[config.mk]
export PLATFORM = sky130hd
export DESIGN_NAME = sub_n_bit_signed_serial
export DESIGN_NICKNAME = d
export VERILOG_FILES = /design/src/rtl/sub_n_bit_signed_serial.sv
export SDC_FILE = /design/constraint.sdc
export NUM_CORES = 1
export LEC_CHECK = 0
export CAP_MARGIN = 20
export CORE_MARGIN = 4
export CORE_UTILIZATION = 51
export CTS_CLUSTER_DIAMETER = 200
export DETAILED_ROUTE_END_ITERATION = 16
export HOLD_SLACK_MARGIN = 0.08
export PLACE_DENSITY_LB_ADDON = 0.05
export SYNTH_ARGS = -nofsm -noshare
export SYNTH_HDL_FRONTEND = slang
export SYNTH_SLANG_ARGS = --single-unit
[constraint.sdc]
create_clock -name clk -period 1.26 [get_ports clk]
set_input_delay 0.252 -clock clk [delete_from_list [all_inputs] [get_ports clk]]
set_output_delay 0.252 -clock clk [all_outputs]
set_load 0.005 [all_outputs]
[src/rtl/sub_n_bit_signed_serial.sv]
// sub_n_bit_signed_serial: bit-serial signed subtractor, result = a - b.
// Uses one full-adder slice and a carry flop to compute a + ~b + 1, one bit per clock.
// The n+1-bit result cannot overflow.
// Optional macro SUB_SERIAL_OVF_FLAG_EN adds the output ovf_n. It is set when the
// difference does not fit in n bits.
// Timing: enable is sampled at edge k. The bit slice runs on edges k+1..k+n.
// The edge that leaves DONE (k+n+1) commits result and raises valid.
module sub_n_bit_signed_serial #(
   parameter int n = 4
) (
   input  logic         clk,
   input  logic         rst_n,
   input  logic         enable,
   input  logic [n-1:0] a,
   input  logic [n-1:0] b,
   output logic         busy,
   output logic         valid,
   output logic [n:0]   result
`ifdef SUB_SERIAL_OVF_FLAG_EN
   ,
   output logic         ovf_n
`endif
);

   localparam int cnt_w = $clog2(n);

   typedef enum logic [1:0] {
      IDLE = 2'd0,
      RUN  = 2'd1,
      DONE = 2'd2
   } state_t;

   state_t             state_r;
   state_t             state_nxt_s;
   logic [n-1:0]       a_sr_r;
   logic [n-1:0]       nb_sr_r;
   logic [n-1:0]       acc_r;
   logic               carry_r;
   logic [cnt_w-1:0]   cnt_r;
   logic               a_sign_r;
   logic               nb_sign_r;
   logic               busy_r;
   logic               valid_r;
   logic [n:0]         result_r;
   logic               sum_s;
   logic               carry_nxt_s;
   logic               msb_s;
`ifdef SUB_SERIAL_OVF_FLAG_EN
   logic               ovf_r;
`endif

   // Carry out of a full-adder slice.
   function automatic logic maj3(input logic x, input logic y, input logic z);
      return (x & y) | (x & z) | (y & z);
   endfunction

   assign sum_s       = a_sr_r[0] ^ nb_sr_r[0] ^ carry_r;
   assign carry_nxt_s = maj3(a_sr_r[0], nb_sr_r[0], carry_r);
   // The sign-extended top bit of the n+1-bit sum.
   assign msb_s       = a_sign_r ^ nb_sign_r ^ carry_r;

   assign busy   = busy_r;
   assign valid  = valid_r;
   assign result = result_r;
`ifdef SUB_SERIAL_OVF_FLAG_EN
   assign ovf_n  = ovf_r;
`endif

   // State register.
   always_ff @(posedge clk or negedge rst_n) begin
      if (!rst_n) begin
         state_r <= IDLE;
      end else begin
         state_r <= state_nxt_s;
      end
   end

   // Next-state logic: IDLE -> RUN on enable, RUN for n bits, DONE lasts one cycle.
   always_comb begin
      state_nxt_s = state_r;
      case (state_r)
         IDLE: begin
            if (enable) begin
               state_nxt_s = RUN;
            end else begin
               state_nxt_s = IDLE;
            end
         end
         RUN: begin
            if (cnt_r == cnt_w'(n - 1)) begin
               state_nxt_s = DONE;
            end else begin
               state_nxt_s = RUN;
            end
         end
         DONE:    state_nxt_s = IDLE;
         default: state_nxt_s = IDLE;
      endcase
   end

   // Datapath: capture operands, run the serial slice, commit the result on leaving DONE.
   always_ff @(posedge clk or negedge rst_n) begin
      if (!rst_n) begin
         a_sr_r    <= '0;
         nb_sr_r   <= '0;
         acc_r     <= '0;
         carry_r   <= 1'b0;
         cnt_r     <= '0;
         a_sign_r  <= 1'b0;
         nb_sign_r <= 1'b0;
         busy_r    <= 1'b0;
         valid_r   <= 1'b0;
         result_r  <= '0;
`ifdef SUB_SERIAL_OVF_FLAG_EN
         ovf_r     <= 1'b0;
`endif
      end else begin
         valid_r <= 1'b0;
         case (state_r)
            IDLE: begin
               if (enable) begin
                  a_sr_r    <= a;
                  nb_sr_r   <= ~b;
                  acc_r     <= '0;
                  carry_r   <= 1'b1;
                  cnt_r     <= '0;
                  a_sign_r  <= a[n-1];
                  nb_sign_r <= ~b[n-1];
                  busy_r    <= 1'b1;
               end else begin
                  busy_r    <= 1'b0;
               end
            end
            RUN: begin
               acc_r   <= {sum_s, acc_r[n-1:1]};
               carry_r <= carry_nxt_s;
               a_sr_r  <= {1'b0, a_sr_r[n-1:1]};
               nb_sr_r <= {1'b0, nb_sr_r[n-1:1]};
               cnt_r   <= cnt_r + cnt_w'(1);
            end
            DONE: begin
               result_r <= {msb_s, acc_r};
               valid_r  <= 1'b1;
               busy_r   <= 1'b0;
`ifdef SUB_SERIAL_OVF_FLAG_EN
               ovf_r    <= msb_s ^ acc_r[n-1];
`endif
            end
            default: begin
               busy_r <= 1'b0;
            end
         endcase
      end
   end

endmodule

==> results.md, run 1 <==
* Type of origin of the critical path: flop
* Post-DP HPWL at 1.47 mm
* Reg2reg setup slack at 60 ps
* Max Slew Vio Count at 0
* Static leakage at 0.713 nW
* Final hold vios at 0
* Slew of the pin with the lowest slew margin at 248 ps
* FF-to-FF Start: state_r[0]
* Antenna viol nets, final at 0
* Drc violations at 0
* Clock transition at path regs at 130 ps
* Met2 Track Usage GR at 25.8%
* Status: finished, final reports clean
* Worst-path maximum fanout at 10
* H-tree levels at 1
* Final nets at 134
* First-pass GRT wire length at 3.52 mm
* WS Path Type: flop to flop
* Vias in the first global route at 802
* Core ar. at 0.00202 mm2
* Num CTS Buffers at 3
* Ys flop type: dfrtp_1
* Req. time, crit path at 1480 ps
* Die width at 55.0 um
* Post-route worst setup slack at 60.5 ps
* Fin crit share at 95.2%
* Share of cells above drive strength 1 at 23.3%
* Min Tclk post-route at 1200 ps
* Worst Path Arrival at 1420 ps
* EDFF count, synth at 0
* Worst vdd ir at 1.59 mV
* Net Count, Synth at 103
* PortBufs at 17
* Layout area overhead at 27.4%
* Worst-Skew Late Latency at 310 ps
* Ports at 18
* Mapped Area at 0.00113 mm2
* Seq/Total Area, Yosys at 57.7%
* RSZ-0062 raised after global routing: yes
* Root Driver: clkbuf_4
* Reg-to-Reg End: nb_sr_r[1]
* Final Setup Violations at 0
* #FFs+latches synth at 26
* DR vias/cell at 5.26
* Yosys warns at 0
* TritonCTS clock tree: done
* Clk buf depth at 2
* Asr flop ratio synth at 100%
* Yosys cell types at 26
* GRT Total Usage at 16.5%
* Die area at 0.00303 mm2
* Met3 usage at 4.02%
* Initial DRC Count at 11
* Gp weighted congestion at 0.754
* Max-cap violations at 0
* Synth Instances at 90
* Fmax at 834 MHz
* Vias at 773
* Initial Util at 55.8%
* Grt peak-use layer: met2
* HP Class: input port to async pin
* Clk_skew at 0.771 ps
* Placed cell count at 139
* Row cnt at 16
* Grt ovf at 0
* Rel. slew slack at 83.4%
* P per Cell Area at 2270 mW/mm2
* Die Y at 55.0 um
* CP endpoint kind: flop
* Met1 usage at 21.7%
* Initial antenna violation count at 0
* CTS Sinks at 26
* # diodes at 0
* Syn avg cell area at 12.5 um2
* WHS at 281 ps
* Final Non-Filler Cells at 147
* FILL cells at 143
* Drt pass-1 iters at 4
* Largest net degree at the start of global routing at 27
* Cts-stage hold buffer count at 0
* DR WL/cell at 13.3 um
* Worst Reg-to-Reg Cells at 4
* Routed WL at 1.96 mm
* Place WS at -199 ps
==> critical path, stage by stage, from the launching register on <==
cell,delay [ps]
dfrtp_2,510
nor2_1,180
nor2_1,60
buf_4,140
o22a_2,210
==> worst max-delay path by stage <==
stage / from / end / slack [ps] / depth (start not counted)
floorplan: state_r[0] / result[0] / 120 / 4
global placement: enable / nb_sr_r[2] / -140 / 5
detailed placement: enable / nb_sr_r[1] / -200 / 5
CTS: busy / busy / 20 / 1
global route: state_r[0] / a_sign_r / -10 / 4
finish: state_r[0] / nb_sr_r[1] / 60 / 4
==> routing by layer <==
metal	vias up	routed length, um
met5	-	0
met4	0	12
met3	2	102
met2	19	918
met1	377	924
li1	375	-
==> cell usage in the layout (no fill, tap or decap), types with 4 or more instances in the layout <==
cell type         n
dfrtp_1          25
buf_4            11
clkdlybuf4s50_1  10
inv_1             9
nand2_1           7
o21ai_0           6
clkdlybuf4s15_1   6
mux2_4            4
a2bb2oi_1         4
a22o_1            4
==> sequential cells by signal, summed over array words and instances (netlist names) <==
name       cells
a_sign_r       1
a_sr_r         4
acc_r          4
busy           1
carry_r        1
cnt_r          2
nb_sign_r      1
nb_sr_r        4
result         5
state_r        2
valid          1
==> layout make-up <==
class	instances	area, um2	share of cell area (%)
flip-flops and latches	26	652	45.4
multi-input cells	52	409	28.5
repair buffers	29	272	18.9
well taps	27	33.8	2.35
inverters	9	33.8	2.35
clock buffers	4	36.3	2.53
==> power breakdown <==
| part | internal [W] | switching (W) |
|---|---|---|
| clock network | 0.000176 | 0.000229 |
| logic | 0.000826 | 0.000581 |
| registers | 0.00119 | 0.000249 |
| total | 0.00220 | 0.00106 |
==> metrics by stage <==
step	total power, W	setup TNS (ps)	util (%)	instance area, um2
3_3_place_gp	0.00280	-1620	67.8	1370
2_1_floorplan	0.00235	0	-	1130
6_report	0.00326	0	71.0	1440
5_1_grt	0.00356	-14.8	71.0	1440
4_1_cts	0.00328	0	70.7	1430
3_5_place_dp	0.00286	-2260	67.8	1370
==> cell usage after synthesis, types with 2 or more instances <==
cell type	n	area share (%)
a21oi_1	3	1.3
a22o_1	4	3.1
a22oi_1	3	2.0
a2bb2oi_1	4	3.1
buf_6	3	3.0
dfrtp_1	26	58
inv_1	9	3.0
mux2_4	4	5.3
nand2_1	7	2.3
nor2_1	3	1.0
o21ai_0	6	2.7
o22a_2	2	1.8
o22ai_1	3	1.7
==> cell families after synthesis <==
family,synth area share (%)
adder cells (fa/ha/maj),2.89
flip-flops,57.7
AO/OA/AOI/OAI,17.9
AND/OR/NAND/NOR,8.66
buffers and inverters,5.99
multiplexers,5.33
XOR/XNOR,1.55
==> what timing repair did <==
item / CTS / global route
gates resized for setup: 8 / 6
setup endpoints to repair: 8 / 8
buffers inserted: 4 / 0
Note: power is estimated with default switching activity, not from simulation.
==> inputs of run 2 (changes only) <==
--- a/config.mk
+++ b/config.mk
@@ -6,7 +6,7 @@
 export NUM_CORES = 1
 export LEC_CHECK = 0
 export CAP_MARGIN = 20
-export CORE_MARGIN = 4
+export CORE_MARGIN = 10
 export CORE_UTILIZATION = 51
 export CTS_CLUSTER_DIAMETER = 200
 export DETAILED_ROUTE_END_ITERATION = 16
==> run 2 against run 1 <==
  * Critical path depth shrank 3
  * Non-clock buffer count is 2 higher
  * First-iteration DRC count increased by 120%
  * Largest power group unchanged
  * Wire length rose by 2.1%
  * Largest cell class unchanged
  * Highest routed layer unchanged
  * Die area rose by 48%
==> results.md, run 2 (synthesized netlist as in run 1, its figures left out) <==
* Status: finished, final reports clean (unchanged)
* Worst-path maximum fanout at 2 (was 10)
* Final Setup Violations at 0 (unchanged)
* Fmax at 816 MHz (was 834 MHz)
* Die width at 67.0 um (was 55.0 um)
* HP Class: input port to async pin (unchanged)
* Initial DRC Count at 24 (was 11)
* Post-route worst setup slack at 34.9 ps (was 60.5 ps)
* Type of origin of the critical path: flop (unchanged)
* Slowest cell on the critical path: dfrtp_1 (was dfrtp_2)
* H-tree levels at 1 (unchanged)
* Drc violations at 0 (unchanged)
* FF-to-FF Start: state_r[0] (unchanged)
* Root Driver: clkbuf_4 (unchanged)
* Die area at 0.00449 mm2 (was 0.00303 mm2)
* Ports at 18 (unchanged)
* Gp weighted congestion at 0.745 (was 0.754)
* Final hold vios at 0 (unchanged)
* CP cell instances: dlygate4sd2_1 (was nor2_1 > nor2_1 > buf_4 > o22a_2)
* Antenna viol nets, final at 0 (unchanged)
* Met3 usage at 3.51% (was 4.02%)
* GRT Total Usage at 9.64% (was 16.5%)
* CP max stage delay at 400 ps (was 510 ps)
* RSZ-0062 raised after global routing: no (was yes)
* Grt peak-use layer: met2 (unchanged)
* Die Y at 67.0 um (was 55.0 um)
* Vias at 742 (was 773)
* Clk buf depth at 2 (unchanged)
* Met2 Track Usage GR at 13.7% (was 25.8%)
* Reg-to-Reg End: nb_sr_r[2] (was nb_sr_r[1])
* Min Tclk post-route at 1230 ps (was 1200 ps)
* Worst path bufs/invs at 1 (unchanged)
* WS Path Type: flop to primary output (was flop to flop)
* Worst vdd ir at 1.36 mV (was 1.59 mV)
* Commonest cells after routing, fill and taps aside: dfrtp_1, buf_4, clkdlybuf4s50_1 (unchanged)
* Final Non-Filler Cells at 148 (was 147)
* Slew of the pin with the lowest slew margin at 248 ps (about the same)
* Layout area overhead at 27.2% (was 27.4%)
* Largest net degree at the start of global routing at 27 (unchanged)
* Grt ovf at 0 (unchanged)
* Routed WL at 2.00 mm (was 1.96 mm)
* PortBufs at 17 (unchanged)
* DR vias/cell at 5.01 (was 5.26)
* Place WS at -174 ps (was -199 ps)
* # diodes at 0 (unchanged)
* Clock transition at path regs at 120 ps (was 130 ps)
* Max Slew Vio Count at 0 (unchanged)
* Final nets at 136 (was 134)
* First-pass GRT wire length at 3.38 mm (was 3.52 mm)
* Placed cell count at 138 (was 139)
* Row cnt at 16 (unchanged)
* Vias in the first global route at 751 (was 802)
* Share of cells above drive strength 1 at 24.0% (was 23.3%)
* TritonCTS clock tree: done (unchanged)
* Clk_skew at 1.51 ps (was 0.771 ps)
* Worst Path Arrival at 970 ps (was 1420 ps)
* Reg2reg setup slack at 90 ps (was 60 ps)
* CP endpoint kind: primary output (was flop)
* Req. time, crit path at 1010 ps (was 1480 ps)
* Initial antenna violation count at 0 (unchanged)
* Worst path top cell family by delay: flip-flops (unchanged)
* P per Cell Area at 2230 mW/mm2 (was 2270 mW/mm2)
* Num CTS Buffers at 3 (unchanged)
* Fin crit share at 97.2% (was 95.2%)
* Met1 usage at 12.2% (was 21.7%)
* Initial Util at 55.8% (unchanged)
* Worst-Skew Late Latency at 310 ps (about the same)
* Drt pass-1 iters at 4 (unchanged)
* Core ar. at 0.00202 mm2 (unchanged)
* Post-DP HPWL at 1.46 mm (was 1.47 mm)
* Max FFs per register at 5 (unchanged)
* Start point of the critical path: result[1] (was state_r[0])
* Post-placement cell area at 0.00136 mm2 (was 0.00137 mm2)
* Max-cap violations at 0 (unchanged)
* Worst Reg-to-Reg Cells at 4 (unchanged)
* Final Instance Area at 0.00143 mm2 (was 0.00144 mm2)
* Critical Path End: result[1] (was nb_sr_r[1])
* Commonest non-fill, non-tap cell in the layout: dfrtp_1 (unchanged)
* DR WL/cell at 13.5 um (was 13.3 um)
* Rel. slew slack at 83.4% (about the same)
* CTS Sinks at 26 (unchanged)
* Static leakage at 0.723 nW (was 0.713 nW)
* Critical Path Stages at 1 (was 4)
==> run 2: cell count changes in the layout (fill, tap and decap cells not counted) <==
cell / change
clkbuf_8: -1
buf_4: +2
clkdlybuf4s15_1: -3
dlygate4sd2_1: +3
==> run 2: power by group <==
group	total [W]	switching [W]	internal (W)
clock network	0.000333	0.000221	0.000112
registers	0.00143	0.000237	0.00120
logic	0.00143	0.000592	0.000839
==> run 2: final cells by class <==
type / count / area [um2]
Multi-Input combinational cell: 52 / 409
Tap cell: 27 / 33.8
Sequential cell: 26 / 652
Fill cell: 150 / 588
Inverter: 9 / 33.8
Clock buffer: 3 / 22.5
Timing Repair Buffer: 31 / 283
==> run 2: worst min path at each step <==
stage / depth (start not counted) / startpoint / slack (ps) / end
final: 2 / rst_n / 280 / nb_sign_r
after global routing: 2 / rst_n / 290 / nb_sign_r
after CTS: 2 / rst_n / 280 / nb_sign_r
after detailed placement: 2 / result[4] / 480 / result[4]
after global placement: 2 / result[4] / 460 / result[4]
after floorplan: 0 / rst_n / -40 / a_sign_r
==> run 2: through the flow <==
stage	TNS (ps)	utilization (%)	total power (W)	hold slack, ps
floorplan	0	-	0.00235	-43.6
global placement	-1590	67.4	0.00279	463
detailed placement	-1960	67.4	0.00283	477
CTS	0	69.6	0.00317	276
global route	0	70.9	0.00347	285
finish	0	70.9	0.00320	278
==> run 2: routing by layer <==
metal	vias to the layer above	routed length, um
met4	0	41
met3	4	141
li1	379	-
met1	346	936
met5	-	0
met2	13	880
==> run 2: timing repair <==
action | 4_1_cts | 5_1_grt
buffers inserted | 4 | 3
gates resized for setup | 7 | 4
setup endpoints to repair | 7 | 23
hold buffers | 0 | 0
pin swaps | 0 | 0
==> inputs of run 3 (changes only) <==
--- a/config.mk
+++ b/config.mk
@@ -7,7 +7,7 @@
 export LEC_CHECK = 0
 export CAP_MARGIN = 20
 export CORE_MARGIN = 10
-export CORE_UTILIZATION = 51
+export CORE_UTILIZATION = 31
 export CTS_CLUSTER_DIAMETER = 200
 export DETAILED_ROUTE_END_ITERATION = 16
 export HOLD_SLACK_MARGIN = 0.08
==> run 3 against run 2 <==
  * Clock-buffer cell count did not move
  * Clock power grew 70%
  * Die area is 44% higher
  * Hold slack got worse by 23 ps
  * Cell area increased by 4.6%
  * Critical path depth grew 2
  * Non-clock buffer count fell by 1
  * Power is 9.8% higher
==> results.md, run 3 (synthesized netlist as in run 1, its figures left out) <==
* Cts-stage hold buffer count at 0 (unchanged)
* Die width at 80.3 um (was 67.0 um)
* TritonCTS clock tree: done (unchanged)
* Clk buf depth at 2 (unchanged)
* DR vias/cell at 4.51 (was 5.01)
* First-pass GRT wire length at 3.89 mm (was 3.38 mm)
* WHS at 254 ps (was 278 ps)
* Drt pass-1 iters at 4 (unchanged)
* Antenna viol nets, final at 0 (unchanged)
* Core ar. at 0.00342 mm2 (was 0.00202 mm2)
* Vias at 753 (was 742)
* Slew of the pin with the lowest slew margin at 263 ps (was 248 ps)
* HP Class: input port to async pin (unchanged)
* DR WL/cell at 13.8 um (was 13.5 um)
* Slowest cell on the critical path: dfrtp_2 (was dfrtp_1)
* Type of origin of the critical path: flop (unchanged)
* Num CTS Buffers at 3 (unchanged)
* Clk_skew at 14.4 ps (was 1.51 ps)
* Worst path bufs/invs at 1 (unchanged)
* PortBufs at 17 (unchanged)
* Largest net degree at the start of global routing at 27 (unchanged)
* Grt peak-use layer: met2 (unchanged)
* Final nets at 135 (was 136)
* Max FFs per register at 5 (unchanged)
* Place WS at -159 ps (was -174 ps)
* Worst-Skew Late Latency at 320 ps (was 310 ps)
* Initial antenna violation count at 0 (unchanged)
* H-tree levels at 1 (unchanged)
* Drc violations at 0 (unchanged)
* Tot Pwr at 0.00351 W (was 0.00320 W)
* Row cnt at 21 (was 16)
* Initial Util at 33.0% (was 55.8%)
* Final hold vios at 0 (unchanged)
* Grt ovf at 0 (unchanged)
* Max-cap violations at 0 (unchanged)
* Min Tclk post-route at 1230 ps (about the same)
* Met1 usage at 9.63% (was 12.2%)
* Met3 usage at 2.23% (was 3.51%)
* CP cell instances: buf_6 > nand2b_4 > mux2_4 (was dlygate4sd2_1)
* RSZ-0062 raised after global routing: yes (was no)
* Final Setup Violations at 0 (unchanged)
* GRT Total Usage at 7.66% (was 9.64%)
* Worst Path Arrival at 1440 ps (was 970 ps)
* Routed WL at 2.31 mm (was 2.00 mm)
* Initial DRC Count at 42 (was 24)
* Reg2reg setup slack at 30 ps (was 90 ps)
* Status: finished, final reports clean (unchanged)
* Commonest cells after routing, fill and taps aside: dfrtp_1, clkdlybuf4s50_1, buf_4 (was dfrtp_1, buf_4, clkdlybuf4s50_1)
* CP endpoint kind: flop (was primary output)
* Max Slew Vio Count at 0 (unchanged)
* Final Instance Area at 0.00150 mm2 (was 0.00143 mm2)
* Layout area overhead at 33.1% (was 27.2%)
* Commonest non-fill, non-tap cell in the layout: dfrtp_1 (unchanged)
* Worst vdd ir at 0.731 mV (was 1.36 mV)
* Static leakage at 0.729 nW (was 0.723 nW)
* Rel. slew slack at 82.5% (was 83.4%)
* Die area at 0.00645 mm2 (was 0.00449 mm2)
* Root Driver: clkbuf_4 (unchanged)
* Req. time, crit path at 1470 ps (was 1010 ps)
* Fmax at 811 MHz (was 816 MHz)
* # diodes at 0 (unchanged)
* Die Y at 80.3 um (was 67.0 um)
* Clock transition at path regs at 150 ps (was 120 ps)
* CP max stage delay at 480 ps (was 400 ps)
* Post-placement cell area at 0.00140 mm2 (was 0.00136 mm2)
* Gp weighted congestion at 0.738 (was 0.745)
* P per Cell Area at 2340 mW/mm2 (was 2230 mW/mm2)
* Worst path top cell family by delay: flip-flops (unchanged)
* WS Path Type: flop to flop (was flop to primary output)
* CTS Sinks at 26 (unchanged)
* Worst-path maximum fanout at 7 (was 2)
* Post-route worst setup slack at 27.4 ps (was 34.9 ps)
* Fin crit share at 97.8% (was 97.2%)
* Ports at 18 (unchanged)
* Vias in the first global route at 819 (was 751)
* Post-DP HPWL at 1.67 mm (was 1.46 mm)
* Final Util at 43.9% (was 70.9%)
* Share of cells above drive strength 1 at 24.0% (unchanged)
* Met2 Track Usage GR at 11.7% (was 13.7%)
[run 3: changes by cell type in the layout (fill, tap and decap cells not counted)]
cell             before  now
buf_12                1    2
buf_4                13   10
buf_6                 0    1
bufinv_16             0    1
clkdlybuf4s15_1       3    6
dlygate4sd2_1         4    1
[run 3: cell type report]
type                       count  area [um2]
inverter                       9        33.8
timing repair buffer          30         295
clock buffer                   3        22.5
clock inverter                 1        30.0
multi-input combinational     52         409
fill                         346        1920
tap                           46        57.6
sequential                    26         652
[run 3: timing repair]
| action | CTS | global route |
|---|---|---|
| endpoints found under the hold margin | 0 | 0 |
| setup endpoints to repair | 14 | 8 |
| setup buffers | 3 | 3 |
| gates resized for setup | 9 | 8 |
[run 3: path summary, 6_finish.rpt]
check / to / start / depth (start not counted)
worst max-delay path: result[0] / state_r[0] / 3
worst max register to register: result[0] / state_r[0] / 3
worst min register to register: cnt_r[0] / cnt_r[0] / 1
max in group asynchronous: nb_sign_r / rst_n / 2
min in group clk: a_sr_r[3] / a[3] / 3
worst min-delay path: acc_r[0] / rst_n / 2
[run 3: power by group]
| group | switching (W) | total [W] | internal (W) |
|---|---|---|---|
| logic | 0.000643 | 0.00153 | 0.000886 |
| clock network | 0.000244 | 0.000566 | 0.000322 |
| registers | 0.000219 | 0.00141 | 0.00119 |
[run 3: routing by layer]
metal	vias up	part of all wire [%]
met5	-	0
met2	13	45
li1	374	-
met4	0	1.0
met3	2	5.3
met1	364	49
[run 3: metrics by stage]
step | cells | setup TNS (ps)
floorplan | 90 | 0
global placement | 157 | -1930
detailed placement | 157 | -1900
CTS | 164 | 0
global route | 167 | -17.4
finish | 167 | 0
